`config.mk`:
```
export PLATFORM = sky130hd
export DESIGN_NAME = axil_share_mem_bridge
export DESIGN_NICKNAME = d
export VERILOG_FILES = /design/src/rtl/axil_share_mem_bridge.sv
export SDC_FILE = /design/constraint.sdc
export NUM_CORES = 1
export LEC_CHECK = 0
export ABC_CLOCK_PERIOD_IN_PS = 6000
export BUFFER_PORTS_ARGS = -buffer_cell sky130_fd_sc_hd__buf_2
export CORE_ASPECT_RATIO = 1.75
export CORE_MARGIN = 3
export CORE_UTILIZATION = 52
export DETAILED_ROUTE_END_ITERATION = 7
export PLACE_DENSITY = 0.8
export SKIP_LAST_GASP = 1
export SLEW_MARGIN = 20
export SYNTH_ARGS = -nofsm -noshare
export SYNTH_HDL_FRONTEND = slang
export SYNTH_SLANG_ARGS = --single-unit
```
`constraint.sdc`:
```
create_clock -name clk -period 6 [get_ports clk]
set_input_delay 0.9 -clock clk [delete_from_list [all_inputs] [get_ports clk]]
set_output_delay 0.9 -clock clk [all_outputs]
set_load 0.01 [all_outputs]
```
`src/rtl/axil_share_mem_bridge.sv`:
```
// AXI4-Lite slave -> share_memory requester port bridge (single-word accesses).
// Latency with immediate grant: bvalid 2 cycles after the AW+W handshake, rvalid 2 cycles after AR.
// Backpressure: one holding slot per AXI channel, ready low while full; grant wait bounded by TIMEOUT_CYCLES.
//
// Optional feature macro: AXIL_BRIDGE_STRB_CHECK_EN (reject partial-strobe writes with SLVERR).
// Ports: clk, rst (async, active-high); s_axil_aw*/w*/b*/ar*/r* AXI4-Lite slave;
//        axi_request/axi_we/axi_addr/axi_wdata out and axi_grant/axi_rdata in toward share_memory.
module axil_share_mem_bridge #(
   parameter int AXIL_ADDR_W    = 10,
   parameter int MEM_ADDR_W     = 8,
   parameter int DATA_W         = 32,
   parameter int TIMEOUT_CYCLES = 64
) (
   input  logic                    clk,
   input  logic                    rst,
   input  logic [AXIL_ADDR_W-1:0]  s_axil_awaddr,
   input  logic                    s_axil_awvalid,
   output logic                    s_axil_awready,
   input  logic [DATA_W-1:0]       s_axil_wdata,
   input  logic [DATA_W/8-1:0]     s_axil_wstrb,
   input  logic                    s_axil_wvalid,
   output logic                    s_axil_wready,
   output logic [1:0]              s_axil_bresp,
   output logic                    s_axil_bvalid,
   input  logic                    s_axil_bready,
   input  logic [AXIL_ADDR_W-1:0]  s_axil_araddr,
   input  logic                    s_axil_arvalid,
   output logic                    s_axil_arready,
   output logic [DATA_W-1:0]       s_axil_rdata,
   output logic [1:0]              s_axil_rresp,
   output logic                    s_axil_rvalid,
   input  logic                    s_axil_rready,
   output logic                    axi_request,
   output logic                    axi_we,
   output logic [MEM_ADDR_W-1:0]   axi_addr,
   output logic [DATA_W-1:0]       axi_wdata,
   input  logic [DATA_W-1:0]       axi_rdata,
   input  logic                    axi_grant
);

   localparam logic [2:0] S_IDLE    = 3'd0;
   localparam logic [2:0] S_WR_REQ  = 3'd1;
   localparam logic [2:0] S_WR_RESP = 3'd2;
   localparam logic [2:0] S_RD_REQ  = 3'd3;
   localparam logic [2:0] S_RD_WAIT = 3'd4;
   localparam logic [2:0] S_RD_RESP = 3'd5;

   localparam logic [1:0] RESP_OKAY   = 2'b00;
   localparam logic [1:0] RESP_SLVERR = 2'b10;

   localparam int STRB_W = DATA_W / 8;
   localparam int CNT_W  = (TIMEOUT_CYCLES > 2) ? $clog2(TIMEOUT_CYCLES) : 1;
   // Value of the wait counter on the last denied cycle before giving up.
   localparam logic [CNT_W-1:0] CNT_LAST = CNT_W'(TIMEOUT_CYCLES - 1);

   logic [2:0]            state;
   logic                  aw_held, w_held, ar_held;
   logic [MEM_ADDR_W-1:0] aw_addr_q, ar_addr_q;
   logic [DATA_W-1:0]     w_data_q;
   logic [STRB_W-1:0]     w_strb_q;
   logic                  last_wr;   // 1: last transaction served was a write
   logic [CNT_W-1:0]      cnt;

   logic                  aw_fire, w_fire, ar_fire;
   logic                  wr_avail, rd_avail, pick_wr, pick_rd;
   logic [MEM_ADDR_W-1:0] cur_aw_addr, cur_ar_addr;
   logic [DATA_W-1:0]     cur_wdata;
   logic [STRB_W-1:0]     cur_wstrb;
   logic                  strb_bad;
   logic                  timeout_hit;
   logic                  unused_inputs;

   assign s_axil_awready = ~rst & ~aw_held;
   assign s_axil_wready  = ~rst & ~w_held;
   assign s_axil_arready = ~rst & ~ar_held;

   assign aw_fire = s_axil_awvalid & s_axil_awready;
   assign w_fire  = s_axil_wvalid  & s_axil_wready;
   assign ar_fire = s_axil_arvalid & s_axil_arready;

   // A channel counts as available in the cycle it handshakes, so IDLE can launch the
   // memory request on the same edge that captures the AXI beat.
   assign wr_avail = (aw_held | aw_fire) & (w_held | w_fire);
   assign rd_avail = ar_held | ar_fire;
   assign pick_wr  = wr_avail & (~rd_avail | ~last_wr);
   assign pick_rd  = rd_avail & ~pick_wr;

   assign cur_aw_addr = aw_held ? aw_addr_q : s_axil_awaddr[MEM_ADDR_W+1:2];
   assign cur_ar_addr = ar_held ? ar_addr_q : s_axil_araddr[MEM_ADDR_W+1:2];
   assign cur_wdata   = w_held  ? w_data_q  : s_axil_wdata;
   assign cur_wstrb   = w_held  ? w_strb_q  : s_axil_wstrb;

`ifdef AXIL_BRIDGE_STRB_CHECK_EN
   assign strb_bad = (cur_wstrb != {STRB_W{1'b1}});
`else
   assign strb_bad = 1'b0;
`endif

   assign timeout_hit = (TIMEOUT_CYCLES != 0) && (cnt == CNT_LAST);

   // Byte-offset bits (and strobes when unchecked) carry no meaning here.
   assign unused_inputs = ^{s_axil_awaddr, s_axil_araddr, cur_wstrb};

   always_ff @(posedge clk or posedge rst) begin
      if (rst) begin
         state         <= S_IDLE;
         aw_held       <= 1'b0;
         w_held        <= 1'b0;
         ar_held       <= 1'b0;
         aw_addr_q     <= '0;
         ar_addr_q     <= '0;
         w_data_q      <= '0;
         w_strb_q      <= '0;
         last_wr       <= 1'b0;
         cnt           <= '0;
         axi_request   <= 1'b0;
         axi_we        <= 1'b0;
         axi_addr      <= '0;
         axi_wdata     <= '0;
         s_axil_bvalid <= 1'b0;
         s_axil_bresp  <= RESP_OKAY;
         s_axil_rvalid <= 1'b0;
         s_axil_rresp  <= RESP_OKAY;
         s_axil_rdata  <= '0;
      end else begin
         // Capture first; state actions below may clear a flag on the same edge.
         if (aw_fire) begin
            aw_held   <= 1'b1;
            aw_addr_q <= s_axil_awaddr[MEM_ADDR_W+1:2];
         end
         if (w_fire) begin
            w_held   <= 1'b1;
            w_data_q <= s_axil_wdata;
            w_strb_q <= s_axil_wstrb;
         end
         if (ar_fire) begin
            ar_held   <= 1'b1;
            ar_addr_q <= s_axil_araddr[MEM_ADDR_W+1:2];
         end

         case (state)
            S_IDLE: begin
               if (pick_wr) begin
                  if (strb_bad) begin
                     state        <= S_WR_RESP;
                     s_axil_bresp <= RESP_SLVERR;
                     aw_held      <= 1'b0;
                     w_held       <= 1'b0;
                     last_wr      <= 1'b1;
                  end else begin
                     state       <= S_WR_REQ;
                     axi_request <= 1'b1;
                     axi_we      <= 1'b1;
                     axi_addr    <= cur_aw_addr;
                     axi_wdata   <= cur_wdata;
                     cnt         <= '0;
                  end
               end else if (pick_rd) begin
                  state       <= S_RD_REQ;
                  axi_request <= 1'b1;
                  axi_we      <= 1'b0;
                  axi_addr    <= cur_ar_addr;
                  cnt         <= '0;
               end
            end
            S_WR_REQ: begin
               if (axi_grant || timeout_hit) begin
                  state        <= S_WR_RESP;
                  axi_request  <= 1'b0;
                  axi_we       <= 1'b0;
                  s_axil_bresp <= axi_grant ? RESP_OKAY : RESP_SLVERR;
                  aw_held      <= 1'b0;
                  w_held       <= 1'b0;
                  last_wr      <= 1'b1;
               end else begin
                  cnt <= cnt + 1'b1;
               end
            end
            S_WR_RESP: begin
               // bvalid rises one cycle after the memory write cycle closes.
               if (!s_axil_bvalid) begin
                  s_axil_bvalid <= 1'b1;
               end else if (s_axil_bready) begin
                  s_axil_bvalid <= 1'b0;
                  state         <= S_IDLE;
               end
            end
            S_RD_REQ: begin
               if (axi_grant) begin
                  state       <= S_RD_WAIT;
                  axi_request <= 1'b0;
               end else if (timeout_hit) begin
                  state         <= S_RD_RESP;
                  axi_request   <= 1'b0;
                  s_axil_rdata  <= '0;
                  s_axil_rresp  <= RESP_SLVERR;
                  s_axil_rvalid <= 1'b1;
                  ar_held       <= 1'b0;
                  last_wr       <= 1'b0;
               end else begin
                  cnt <= cnt + 1'b1;
               end
            end
            S_RD_WAIT: begin
               // Memory returns read data the cycle after the granted request.
               state         <= S_RD_RESP;
               s_axil_rdata  <= axi_rdata;
               s_axil_rresp  <= RESP_OKAY;
               s_axil_rvalid <= 1'b1;
               ar_held       <= 1'b0;
               last_wr       <= 1'b0;
            end
            S_RD_RESP: begin
               if (s_axil_rready) begin
                  s_axil_rvalid <= 1'b0;
                  state         <= S_IDLE;
               end
            end
            default: state <= S_IDLE;
         endcase
      end
   end

endmodule

```
; ---- Yosys cells after proc, flatten, opt, wreduce, memory -nomap -nowiden
; Cells that the tools add are included.
[totals]
regBits = 141
inputBits = 96
output_inout_bits = 83
wordCells = 128
[classes]
add_sub_neg = 1
n_eq_ne = 16
muxes = 55
bitwise = 20
n_reduce_logical = 18
[ops]
columns = op, count
row1 = 32-bit 2-to-1 mux, 3
row2 = 32-bit case mux with 2 select lines, 1
row3 = 8-bit 2-to-1 mux, 4
row4 = 6-bit 2-to-1 mux, 5
row5 = 3-bit 2-to-1 mux, 8
row6 = 1-bit 2-to-1 mux, 23
row7 = 3-bit case mux with 6 select lines, 1
row8 = 6-bit case mux with 3 select lines, 1
row9 = 2-bit inequality test (second input constant), 8
row10 = 4-bit AND reduction, 3
row11 = 1-bit AND, 9
row12 = 1-bit case mux with 3 select lines, 3
row13 = 3-bit nonzero test, 3
row14 = 1-bit NOT, 7
row15 = 6-bit by 1-bit adder with 6-bit output (second input constant), 1
row16 = 3-bit by 2-bit equality test with 1-bit output (second input constant), 2
row17 = 3-bit equality test (second input constant), 2
row18 = 6-bit equality test (second input constant), 1
row19 = 2-bit 2-to-1 mux, 3
row20 = 3-bit inequality test (second input constant), 2
row21 = 2-bit AND reduction, 3
row22 = 3-bit AND reduction, 2
row23 = 6-bit AND reduction, 1
row24 = 2-bit nonzero test, 3
row25 = other kinds (7), 11

; ---- Logic depth before layout (Yosys ltp)
; Gate-level depths: netlist of the first run.
[logic_depth]
depth_word = 12
depth_mapped = 7
mapped_depth_nobuf = 5

; ---- Worst setup path after synthesis of the first run
; Ideal clock, no wire load.
[synth_timing]
path_kind = input-to-reg
from = input port rst
to = register w_data_q[10]
setup_time_ns = 0.125
arrival_ns = 2.131
required_ns = 5.875
setup_slack_ns = 3.744
path_stages = 6
path_buffers = 3
path_cell_list = buf_6 > nor2_1 > and2_1 > clkbuf_1 > buf_2 > mux2_2
[synth_via]
elab_chain_cells = 3
[synth_rtl]
columns = item, line_no
row1 = "start, declared", 15  ; input logic rst,
row2 = 1-bit NOT, 74  ; assign s_axil_wready = ~rst & ~w_held;
row3 = 1-bit AND, 74
row4 = via s_axil_wready, 22  ; output logic s_axil_wready,
row5 = 1-bit AND, 78  ; assign w_fire = s_axil_wvalid & s_axil_wready;
row6 = "end signal, assigned", 133  ; w_data_q <= s_axil_wdata;
row7 = "end, declared", 59  ; logic [DATA_W-1:0] w_data_q;
; The timed path passes the listed nets, and every way through them passes these cells.
; A chain may end at the register's enable or synchronous reset.

; ---- Final worst setup path of the first run
[layout_timing]
from = register w_held
to = register axi_addr[7]
[layout_via]
elab_chain_cells = 10
elab_cells_between_ends = 11
cone_classes = 1 x mux / 8 x bitwise / 2 x reduce/logical
[layout_rtl]
columns = item, line_no
row1 = "start, declared", 57  ; logic aw_held, w_held, ar_held;
row2 = "start signal, assigned", 108  ; w_held <= 1'b0;
row3 = "start signal, assigned", 132  ; w_held <= 1'b1;
row4 = "start signal, assigned", 148  ; w_held <= 1'b0;
row5 = 1-bit NOT, 74
row6 = 1-bit AND, 74
row7 = 1-bit AND, 78
row8 = 1-bit OR (*), 83  ; assign wr_avail = (aw_held | aw_fire) & (w_held | w_fire);
row9 = 1-bit AND (*), 83
row10 = 1-bit AND (*), 85  ; assign pick_wr = wr_avail & (~rd_avail | ~last_wr);
row11 = 1-bit NOT, 86  ; assign pick_rd = rd_avail & ~pick_wr;
row12 = 1-bit AND, 86
row13 = 2-bit nonzero test (no line), --
row14 = 2-bit AND reduction (no line), --
row15 = "end signal, assigned", 154  ; axi_addr <= cur_aw_addr;
row16 = "end signal, assigned", 162  ; axi_addr <= cur_ar_addr;
row17 = "end, declared", 35  ; output logic [MEM_ADDR_W-1:0] axi_addr,
; Mark *: on every way between the ends. The rest lies on a longest branch, timed or not.

==> key figures, run 1 <==
Clocking
  – Hold_buf cts: 0
  – Worst-path clk slew: 0.06 ns
  – Clk_lat worst skew: 0.43 ns
  – H-tree depth: 4
  – TritonCTS Buffers: 17
  – CTS resizes: 0
  – Clk sink count: 139
  – CTS Buffer Depth: 2
  – CTS tree: yes
  – Clock Root Buffer: clkbuf_16
  – Buffer count from post-CTS setup fixing: 0

Power and ir drop
  – Tot Pwr: 4.45 mW
  – Sw frac: 36.8%
  – Max VDD drop: 0.000309 V
  – Reg power frac: 39.8%
  – Switching power: 1.64 mW
  – Power density over cell area: 586 nW/um^2
  – Clock network power share: 24.2%
  – Total internal power: 2.82 mW
  – P_leak: 3.58 nW
  – Logic gate share of total power: 36.0%

Yosys
  – Dominant synthesized flop cell: dfrtp_1
  – Number of library cell types mapped by synthesis: 52
  – Post-Synth XOR/XNOR Area: 0.286%
  – Post-synthesis cell count: 498
  – Adder-Cell Fraction of Synth Area: 0.204%
  – Ys async rst share: 100%
  – Largest family of logic cells by synthesized area: compound AO/OA/AOI/OAI gates
  – Yosys warns: 0
  – Register area share after synthesis: 56.8%
  – Mean post-synth cell area: 12.3 sq um
  – Post-synthesis compound-gate area fraction: 18.9%
  – Simple-gate portion of the synthesized area: 5.39%
  – Mapped Area: 6120 sq um
  – Post-synthesis mux area share: 14.6%
  – Post-synth EDFFs: 0
  – Yosys reg bits: 139

STA
  – RSZ-0062 raised after global routing: no
  – Fmax: 344 MHz
  – Final setup TNS: 0 ns
  – Fin. max-slew vios: 0
  – Final hold slack: 0.498 ns
  – Worst-margin pin slew: 1.13 ns
  – Slew headroom: 24.8%
  – Final setup viols: 0
  – Fin crit period: 2.91 ns
  – Final worst path period share: 48.4%
  – Hold Vio Cnt, Final: 0
  – Final worst slack: 3.09 ns
  – Worst Skew: 0.0197 ns

Layout
  – Synthesis-to-layout area growth: 24.1%
  – Layout cells sized above 1: 40.2%
  – Non-filler cells, final: 789
  – Reg area: 3480 sq um
  – Multi-input logic area: 2450 sq um
  – N_diodes: 0
  – Final instance area: 7600 sq um
  – Fillers: 850
  – Layout Nets: 742
  – Final core occ: 67.3%

Route
  – Routed vias: 4819
  – DRT antenna net count: 0
  – WL/cell: 19.7 um
  – WL final: 15600 um
  – DRC viols: 0
  – Pre-Repair DR Iteration Count: 5
  – Iteration-0 DRC Markers: 238
  – Vias/cell: 6.11

Setup path
  – Max stage delay cell, worst path: dfrtp_2
  – WS Path Type: reg -> reg
  – Critical path startpoint category: flip-flop
  – CP cell instances: a21boi_1, nor2_4, a221oi_1, o31ai_1
  – Crit Path Max Fanout: 40
  – Max incr delay on CP: 1.11 ns
  – Cell family with most CP delay: flip-flops
  – Critical path data required time: 6.33 ns
  – Nature of the critical path endpoint: flip-flop
  – Worst Reg-to-Reg Cells: 4
  – Worst path arrival time: 3.24 ns
  – WP depth: 4
  – WP buf/inv: 0

Die
  – Die span in x: 88.0 um
  – Die area: 13200 sq um
  – Core area: 11300 sq um
  – Initial Utilization: 54.2%
  – Die span in y: 150 um
  – I/O pin count: 179
  – Rows: 51

Run status
  – Run status: completed

Flow run
  – # Max-Cap Violations: 0

Hold path
  – Min-Delay Path Class: reg -> reg
  – Worst Hold Depth: 1

Place
  – Place WS: 3.13 ns
  – DP HPWL: 10300 um
  – PortBufs: 168
  – Dpl cell area: 7000 sq um
  – Gpl congestion: 0.841
  – Placed cells: 758

Global route
  – GR Util All Layers: 24.7%
  – Vias in the first global route: 5064
  – First-pass GRT wire length: 25200 um
  – Total grt overflow: 0
  – Largest net degree at the start of global routing: 74
  – Initial antenna violation count: 0
==> worst register-to-register path: stages, from the launching register on <==
cell      delay, ns
dfrtp_2        1.11
a21boi_1       0.34
nor2_4         0.85
a221oi_1       0.22
o31ai_1        0.30
==> power by group through the flow <==
stage / Sequential [mW] / Clock, mW / Combinational (mW)
2_1_floorplan: 1.73 / 0 / 1.07
3_3_place_gp: 1.74 / 0 / 1.55
3_5_place_dp: 1.78 / 0 / 1.61
4_1_cts: 1.77 / 1.09 / 1.61
5_1_grt: 1.83 / 1.14 / 1.75
6_report: 1.77 / 1.08 / 1.60
==> cells in the mapped netlist (6+ instances only) <==
library cell    n  share of area (%)
o31ai_1         8               0.98
nor2b_1        15                1.5
a21oi_1        38                3.1
buf_2          11               0.90
o21ai_0        15                1.2
nand2b_1        6               0.61
a2111oi_0       8                1.1
a22o_1         33                4.7
mux2_2         48                8.8
nor2_1         10               0.61
clkbuf_1       28                1.7
a31oi_1        34                3.5
inv_1           7               0.43
a221oi_1        8                1.1
mux2i_1        33                5.4
dfrtp_1       139                 57
==> layout by cell type, fill, tap and decap left out, types with 4 or more instances in the layout <==
cell type,instances
nand2b_1,6
o21a_1,5
clkbuf_16,17
a2111oi_0,8
inv_6,5
a21oi_1,38
inv_1,6
dfrtp_1,138
buf_4,4
o31ai_1,8
a31oi_1,34
a22o_1,33
nand2_1,5
mux2i_1,33
nor2b_1,15
mux2_2,48
buf_2,168
a221oi_1,8
o21ai_0,15
nor2_1,8
==> final timing paths <==
check / slack [ns] / to / startpoint
max: 3.09 / axi_addr[7] / w_held
min: 0.50 / s_axil_rdata[2] / s_axil_rdata[2]
max reg2reg: 3.09 / axi_addr[7] / w_held
min reg2reg: 0.50 / s_axil_rdata[2] / s_axil_rdata[2]
max in group asynchronous: 4.01 / w_held / rst
min in group asynchronous: 0.64 / s_axil_bresp[1] / rst
==> logic make-up (layout without fill, tap and decap cells) <==
| logic type | after synthesis | after routing |
|---|---|---|
| and+or+nand+nor | 54 | 54 |
| other | 1 | 2 |
| adders and majority gates | 1 | 1 |
| xor gates and xnor gates | 2 | 2 |
| muxes | 83 | 83 |
| buffers and inverters | 52 | 210 |
| DFF | 139 | 139 |
| AOI/OAI and AO/OA | 166 | 166 |
==> per-layer routing <==
metal	global-route usage [%]	vias up	wire (um)
met2	42.0	178	8400
met1	29.3	2455	5840
met5	0	-	0
met3	6.23	33	908
met4	10.6	0	399
li1	-	2153	-
==> sequential cells by signal (all words and copies together), names as in the netlist, 3 cells and up <==
signal and count:
axi_wdata 32, s_axil_rdata 32, w_data_q 32, ar_addr_q 8
aw_addr_q 8, axi_addr 8, cnt 6, state 3
==> area by class of cell <==
class                      instances  share of cell area (%)
clock inverter                    12                    2.14
inverter                           7                   0.411
timing repair buffer             172                    11.5
tap                              132                    2.17
multi-input combinational        308                    32.2
clock buffer                      19                    5.83
sequential                       139                    45.8
Note: power is estimated with default switching activity, not from simulation.
==> run 2, diff against run 1 <==
--- a/config.mk
+++ b/config.mk
@@ -5,7 +5,7 @@
 export SDC_FILE = /design/constraint.sdc
 export NUM_CORES = 1
 export LEC_CHECK = 0
-export ABC_CLOCK_PERIOD_IN_PS = 6000
+export ABC_CLOCK_PERIOD_IN_PS = 2900
 export BUFFER_PORTS_ARGS = -buffer_cell sky130_fd_sc_hd__buf_2
 export CORE_ASPECT_RATIO = 1.75
 export CORE_MARGIN = 3
==> constraint.sdc (replaced) <==
create_clock -name clk -period 2.9 [get_ports clk]
set_input_delay 0.435 -clock clk [delete_from_list [all_inputs] [get_ports clk]]
set_output_delay 0.435 -clock clk [all_outputs]
set_load 0.01 [all_outputs]
==> key figures, run 2 (same netlist as run 1, synthesis figures left out) <==
STA
  – Final hold slack: 0.112 ns (-0.385 ns)
  – Fin crit period: 2.05 ns (-0.850 ns)
  – Fmax: 487 MHz (+41%)
  – Final setup viols: 0 (unchanged)
  – Final worst path period share: 70.9% (+22 points)
  – Worst Skew: 0.00752 ns (-0.0122 ns)
  – Slew headroom: 50.8% (+26 points)
  – RSZ-0062 raised after global routing: no
  – Final setup TNS: 0 ns (unchanged)
  – Fin. max-slew vios: 0 (unchanged)
  – Hold Vio Cnt, Final: 0 (unchanged)
  – Worst-margin pin slew: 0.738 ns (-0.390 ns)

Setup path
  – Max stage delay cell, worst path: dfrtp_1
  – CP cell instances: inv_1, o221a_4, a2111o_1, mux2_1
  – Worst path arrival time: 2.34 ns (-0.90 ns)
  – Crit Path Max Fanout: 22 (-45%)
  – Nature of the critical path endpoint: flip-flop
  – Critical path data required time: 3.18 ns (-3.15 ns)
  – Critical path startpoint category: flip-flop
  – Cell family with most CP delay: flip-flops
  – WP buf/inv: 1 (+1)
  – Max incr delay on CP: 0.82 ns (-0.29 ns)
  – WS Path Type: reg -> reg

Route
  – Iteration-0 DRC Markers: 219 (-8.0%)
  – Routed vias: 4828 (+0.19%)
  – DRT antenna net count: 0 (unchanged)
  – Vias/cell: 6.04 (-1.1%)
  – DRC viols: 0 (unchanged)
  – WL/cell: 19.6 um (-0.71%)
  – WL final: 15600 um (+0.55%)
  – Pre-Repair DR Iteration Count: 4 (-1)

Place
  – PortBufs: 168 (unchanged)
  – DP HPWL: 10700 um (+3.4%)
  – Gpl congestion: 0.750 (-11%)
  – Placed cells: 766 (+1.1%)

Clocking
  – CTS resizes: 0 (unchanged)
  – CTS Buffer Depth: 2 (unchanged)
  – Clk_lat worst skew: 0.41 ns (-0.02 ns)
  – CTS tree: yes
  – Clock Root Buffer: clkbuf_16
  – H-tree depth: 4 (unchanged)
  – Worst-path clk slew: 0.06 ns (about the same)
  – Hold_buf cts: 0 (unchanged)
  – Buffer count from post-CTS setup fixing: 0 (unchanged)
  – Clk sink count: 139 (unchanged)
  – TritonCTS Buffers: 17 (unchanged)

Layout
  – Multi-input logic area: 2440 sq um (-0.26%)
  – Fillers: 851 (+0.12%)
  – Layout cells sized above 1: 40.8% (+0.66 points)
  – Non-filler cells, final: 799 (+1.3%)
  – Most common cell after layout, fill and taps aside: buf_2
  – Synthesis-to-layout area growth: 24.9%
  – Biggest regs: axi_wdata: 32 flops, s_axil_rdata: 32 flops, w_data_q: 32 flops
  – Reg area: 3480 sq um (unchanged)
  – Most frequent cells in the layout: buf_2, dfrtp_1, mux2_2
  – Layout Nets: 750 (+1.1%)

Global route
  – Initial antenna violation count: 1 (+1)
  – First-pass GRT wire length: 25000 um (-1.0%)
  – GR Util All Layers: 24.3% (-0.41 points)
  – Largest net degree at the start of global routing: 59 (-20%)
  – Vias in the first global route: 4881 (-3.6%)
  – Total grt overflow: 0 (unchanged)

Power and ir drop
  – Logic gate share of total power: 38.1% (+2.1 points)
  – Max VDD drop: 0.000638 V (+110%)
  – Sw frac: 36.5% (-0.21 points)
  – Switching power: 3.36 mW (+110%)
  – Power density over cell area: 1200 nW/um^2 (+110%)
  – Clock network power share: 23.7% (-0.5 points)
  – Total internal power: 5.84 mW (+110%)
  – P_leak: 3.61 nW (+0.78%)
  – Reg power frac: 38.2% (-1.6 points)
  – Tot Pwr: 9.20 mW (+110%)

Die
  – Die area: 13200 sq um (unchanged)
  – Die span in x: 88.0 um (unchanged)
  – Core area: 11300 sq um (unchanged)
  – I/O pin count: 179 (unchanged)
  – Initial Utilization: 54.2% (unchanged)
  – Die span in y: 150 um (unchanged)
  – Rows: 51 (unchanged)

Run status
  – Run status: completed

Hold path
  – Min-Delay Path Class: in -> async

Flow run
  – # Max-Cap Violations: 0 (unchanged)
-- run 2: through the flow --
stage               area, sq um  setup slack (ns)  utilization, %
CTS                        7650             0.855            67.7
global route               7650             0.700            67.7
global placement           7050             0.796            62.4
detailed placement         7050             0.752            62.4
finish                     7650             0.845            67.7
floorplan                  6130             0.587               -
-- run 2: final timing paths --
path	from	to	slack, ns	cells past startpoint
hold / removal	rst	axi_we	0.11	2
max in group asynchronous	rst	s_axil_rdata[0]	1.76	3
setup reg to reg	ar_held	state[1]	0.85	4
hold reg to reg	s_axil_rdata[20]	s_axil_rdata[20]	0.50	1
min in group clk	axi_rdata[5]	s_axil_rdata[5]	0.25	2
setup / recovery	ar_held	state[1]	0.85	4
-- run 2: worst reg2reg max path: stages (launching register included) --
cell      delay (ns)
dfrtp_1         0.82
inv_1           0.12
o221a_4         0.20
a2111o_1        0.47
mux2_1          0.32
-- run 2: layout make-up --
class / count / area share [%]
Sequential cell: 139 / 45.5
Clock inverter: 10 / 1.49
Antenna cell: 1 / 0.0327
Tap cell: 132 / 2.16
Clock buffer: 22 / 6.33
Inverter: 7 / 0.392
Timing Repair Buffer: 180 / 12.2
Multi-Input combinational cell: 308 / 32.0
-- run 2: routing by layer --
layer	track usage, %	vias to the layer above	share of wire, %
li1	-	2175	-
met1	29.0	2442	38
met2	41.3	172	54
met3	5.45	39	4.7
met4	11.2	0	3.2
met5	0	-	0
-- run 2: power groups by stage --
stage	Combinational, mW	Sequential, mW	Clock, mW
2_1_floorplan	2.21	3.57	0
3_3_place_gp	3.39	3.45	0
3_5_place_dp	3.50	3.52	0
4_1_cts	3.53	3.51	2.19
5_1_grt	3.84	3.63	2.28
6_report	3.51	3.52	2.18
